[config.mk]
export PLATFORM = sky130hd
export DESIGN_NAME = seq_scan_ctrl
export DESIGN_NICKNAME = d
export VERILOG_FILES = /design/src/rtl/seq_scan_ctrl.sv
export SDC_FILE = /design/constraint.sdc
export NUM_CORES = 1
export LEC_CHECK = 0
export ABC_AREA = 1
export BUFFER_PORTS_ARGS = -buffer_cell sky130_fd_sc_hd__buf_2
export CAP_MARGIN = 5
export CORE_MARGIN = 2
export CORE_UTILIZATION = 59
export CTS_CLUSTER_DIAMETER = 100
export DETAILED_ROUTE_END_ITERATION = 8
export PLACE_DENSITY = 0.92
export SYNTH_ARGS = -nofsm -noshare
export SYNTH_HDL_FRONTEND = slang
export SYNTH_SLANG_ARGS = --single-unit
[constraint.sdc]
create_clock -name clk_i -period 2.5 [get_ports clk_i]
set_input_delay 0.125 -clock clk_i [delete_from_list [all_inputs] [get_ports clk_i]]
set_output_delay 0.125 -clock clk_i [all_outputs]
set_load 0.02 [all_outputs]
[src/rtl/seq_scan_ctrl.sv]
// seq_scan_ctrl: accepts a word over valid/ready, shifts it LSB-first into an overlapping 1011 detector.
// Define SEQ_SCAN_WRAP_EN to rescan bits 0..2 after the last bit so patterns spanning the word boundary count.
module seq_scan_ctrl #(
  parameter int DATA_W = 16,
  parameter int CNT_W  = 5
) (
  input  logic              clk_i,
  input  logic              rst_n_i,
  input  logic              start_i,
  input  logic [DATA_W-1:0] data_i,
  output logic              ready_o,
  input  logic              abort_i,
  output logic              bit_o,
  output logic              bit_vld_o,
  output logic              hit_o,
  output logic              done_o,
  output logic [CNT_W-1:0]  count_o
);

`ifdef SEQ_SCAN_WRAP_EN
  localparam int NBITS = DATA_W + 3;
`else
  localparam int NBITS = DATA_W;
`endif
  localparam int IDX_W = $clog2(NBITS + 1);
  localparam logic [IDX_W-1:0] IDX_LAST = IDX_W'(NBITS - 1);
  localparam logic [CNT_W-1:0] CNT_MAX  = {CNT_W{1'b1}};

  typedef enum logic [1:0] {S_IDLE, S_SHIFT, S_DONE} state_t;
  typedef enum logic [1:0] {D0, D1, D10, D101} det_t;

  state_t            state_reg;
  det_t              det_reg;
  det_t              det_next;
  logic              match;
  logic [DATA_W-1:0] shreg_reg;
  logic [IDX_W-1:0]  idx_reg;
  logic [CNT_W-1:0]  count_reg;
  logic              ready_reg;
  logic              vld_reg;
  logic              hit_reg;
  logic              done_reg;

  // Overlapping detector: after a match the trailing 1 already counts as a fresh prefix.
  always_comb begin
    det_next = D0;
    match    = 1'b0;
    case (det_reg)
      D0:      det_next = shreg_reg[0] ? D1   : D0;
      D1:      det_next = shreg_reg[0] ? D1   : D10;
      D10:     det_next = shreg_reg[0] ? D101 : D0;
      D101: begin
        det_next = shreg_reg[0] ? D1 : D10;
        match    = shreg_reg[0];
      end
      default: det_next = D0;
    endcase
  end

  always_ff @(posedge clk_i or negedge rst_n_i) begin
    if (!rst_n_i) begin
      state_reg <= S_IDLE;
      det_reg   <= D0;
      shreg_reg <= '0;
      idx_reg   <= '0;
      count_reg <= '0;
      ready_reg <= 1'b1;
      vld_reg   <= 1'b0;
      hit_reg   <= 1'b0;
      done_reg  <= 1'b0;
    end else begin
      hit_reg <= 1'b0;
      case (state_reg)
        S_IDLE: begin
          done_reg <= 1'b0;
          if (start_i) begin
            shreg_reg <= data_i;
            idx_reg   <= '0;
            count_reg <= '0;
            det_reg   <= D0;
            ready_reg <= 1'b0;
            vld_reg   <= 1'b1;
            state_reg <= S_SHIFT;
          end
        end
        S_SHIFT: begin
          // Rotate rather than shift so the wrap option can revisit the low bits.
          shreg_reg <= {shreg_reg[0], shreg_reg[DATA_W-1:1]};
          idx_reg   <= idx_reg + IDX_W'(1);
          det_reg   <= det_next;
          if (abort_i) begin
            ready_reg <= 1'b1;
            vld_reg   <= 1'b0;
            state_reg <= S_IDLE;
          end else begin
            if (match) begin
              hit_reg <= 1'b1;
              if (count_reg != CNT_MAX) count_reg <= count_reg + CNT_W'(1);
            end
            if (idx_reg == IDX_LAST) begin
              vld_reg   <= 1'b0;
              done_reg  <= 1'b1;
              state_reg <= S_DONE;
            end
          end
        end
        S_DONE: begin
          done_reg  <= 1'b0;
          ready_reg <= 1'b1;
          state_reg <= S_IDLE;
        end
        default: begin
          ready_reg <= 1'b1;
          vld_reg   <= 1'b0;
          done_reg  <= 1'b0;
          state_reg <= S_IDLE;
        end
      endcase
    end
  end

  assign ready_o   = ready_reg;
  assign bit_o     = shreg_reg[0];
  assign bit_vld_o = vld_reg;
  assign hit_o     = hit_reg;
  assign done_o    = done_reg;
  assign count_o   = count_reg;

endmodule

==> reports/summary.txt <==
outcome = finished clean
CP Capture Type = register
gr usage total = 0.217
hold crit path type = primary input to register
Worst Tran Pin Value = 709 ps
post-synth net total = 230
Final Cycle Share = 0.679
Worst EP required = 2790 ps
Placed Cells = 261
main combinational cell family by area after synthesis = simple AND/OR/NAND/NOR gates
synthesized cell area = 1720 µm²
min cycle time layout = 1700 ps
register area share after synthesis = 0.496
latest clock arrival within the worst-skew pair = 340 ps
die span in x = 58.0 µm
Static Leakage = 1.03 nW
DRC = 0
routed vias = 1,376
clk_skew = 17.7 ps
Pre-antenna DRT Iters = 4
Slew Limit Fails = 0
maximum fanout along the worst path = 6
vias in the first global route = 1,313
Clock transition at path regs = 110 ps
Sink Count = 34
Setup Crit Path Kind = register to register
CP arrival = 1980 ps
cts hold-fix bufs = 1
RSZ-0062 raised after global routing = no
setup TNS = 0 ps
global-route wire length before repair = 5.49 mm
htree depth = 2
synthesis-stage register bit count = 34
Slew headroom = 0.527
Initial DRC Count = 117
Fmax = 589 MHz
Largest register FFs = 16
Non-Filler Instances = 270
Compound-Gate Fraction of Synth Area = 0.151
most frequent cells after synthesis = nand2_1 (58), dfrtp_1 (33), inv_1 (26)
Worst Setup EP = count_o[0]$_DFFE_PN0P_
number of synthesized flops with an enable pin = 0
top-count cell post-synth = nand2_1
CTS Buf Count = 5
setup slack at placement = 838 ps
maximum root-to-sink buffer count = 2
synthesis-to-finish area growth = 13.3%
post-synth cell types = 22
Buffers on Ports = 29
Post-CTS Resized = 0
multi-input logic area = 709 µm²
core area = 2760 µm²
IO Pins = 30
Die Ht = 58.0 µm
final core occ = 0.706
initial core utilization = 0.623
CTS tree = built
Root Driver = clkbuf_4
Reg2Reg Depth = 11
Critical path origin = count_o[0]$_DFFE_PN0P_
asr flop ratio synth = 1.00
top-area cell type share of the netlist area = 0.481
detailed placement HPWL = 2.20 mm
Post-DRT Antenna Nets = 0
Via density = 5.10
simple-gate share of the synthesized area = 0.228
reg-to-reg endpoint = count_o[0]$_DFFE_PN0P_
PnR worst setup slack = 804 ps
largest net degree at the start of global routing = 35
Fin. Hold Viols = 0
fin nets = 262
portion of netlist area occupied by mux cells = 0
Synth area leader = dfrtp_1
# fillers = 226
GRT overflow = 0
Adder-Cell Fraction of Synth Area = 0.0291
ant diodes = 0
number of setup violations in the final report = 0
max cap viols = 0
postcts setup bufs = 0
maximum VDD drop = 637 µV
Synth Instances = 206
Worst Setup Start Kind = register
Die Footprint = 3360 µm²
r2r startpoint = count_o[0]$_DFFE_PN0P_
Main synth FF type = dfrtp_1
number of cell rows = 19
wire per inst = 11.3 µm
layout cells sized above 1 = 0.234
power density over the cells = 775 nW/µm²
Ys Warns = 0
final RePlAce weighted congestion = 0.848
initial antenna violation count = 0
xor-xnor portion of the synthesized cell area = 0
Avg Cell Area, Syn = 8.34 µm²
Hold Path Depth = 3
Detailed Route WL = 3.06 mm
FF+latch area = 852 µm²
worst reg-to-reg setup slack = 800 ps
synth top area cells = dfrtp_1 (48%), nand2_1 (13%), o21ai_0 (7.3%), inv_1 (5.7%), o21ai_2 (5.1%)
-- how the worst min path moves through the flow --
stage	startpoint	to
floorplan	rst_n_i	bit_vld_o$_DFFE_PN0P_
global placement	rst_n_i	shreg_reg[4]$_DFFE_PN0P_
detailed placement	rst_n_i	shreg_reg[5]$_DFFE_PN0P_
CTS	data_i[15]	shreg_reg[15]$_DFFE_PN0P_
global route	data_i[8]	shreg_reg[8]$_DFFE_PN0P_
finish	data_i[15]	shreg_reg[15]$_DFFE_PN0P_
-- metrics by stage --
stage,power [mW],hold WS [ps],cell area [µm²]
2_1_floorplan,1.04,-171,1720
3_3_place_gp,1.12,222,1860
3_5_place_dp,1.14,221,1860
4_1_cts,1.53,77.9,1950
5_1_grt,1.62,94.3,1950
6_report,1.51,81.4,1950
-- per-layer routing --
metal	share of wire	vias to the layer above	track usage
li1	-	721	-
met1	0.47	618	0.279
met2	0.46	33	0.346
met3	0.056	4	0.0491
met4	0.0095	0	0.110
met5	0	-	0
-- power by group --
part	internal, mW	switching [mW]	total [mW]
combinational	0.137	0.245	0.383
clock	0.212	0.175	0.388
sequential	0.667	0.0724	0.739
total	1.02	0.493	1.51
-- critical path, stage by stage, from the launching register on --
cell     delay (ps)
dfrtp_1         440
ha_1            230
nand2_1         100
nor2_1           50
ha_1            170
inv_1            90
nand2_1          60
nor2_1          200
nand2_4         110
nand2_2          90
nand2_1          60
nand2_1          50
-- layout make-up --
type,instances,share of cell area
timing repair buffer,32,0.0874
clock buffer,7,0.0231
clock inverter,1,0.0154
sequential,34,0.438
tap,31,0.0199
inverter,27,0.0521
multi-input combinational,138,0.364
-- placed cells by master (no fill, tap or decap), types with 3 or more instances in the layout --
| cell | netlist | layout |
|---|---|---|
| dfrtp_1 | 33 | 33 |
| nand2_1 | 58 | 58 |
| nand3_1 | 14 | 14 |
| nor2_1 | 12 | 12 |
| a21oi_1 | 3 | 3 |
| inv_1 | 26 | 26 |
| o21ai_2 | 10 | 10 |
| ha_1 | 4 | 4 |
| clkbuf_4 | 0 | 5 |
| o21ai_0 | 25 | 25 |
| nand2_2 | 3 | 3 |
| buf_2 | 2 | 29 |
-- cells by family (layout without fill, tap and decap cells) --
kind of cell | Yosys count | count (layout)
AOI/OAI and AO/OA | 43 | 43
and+or+nand+nor | 91 | 91
DFF | 34 | 34
adders and majority gates | 4 | 4
buffers and inverters | 34 | 67
No activity file was read; power rests on OpenSTA's default activity.
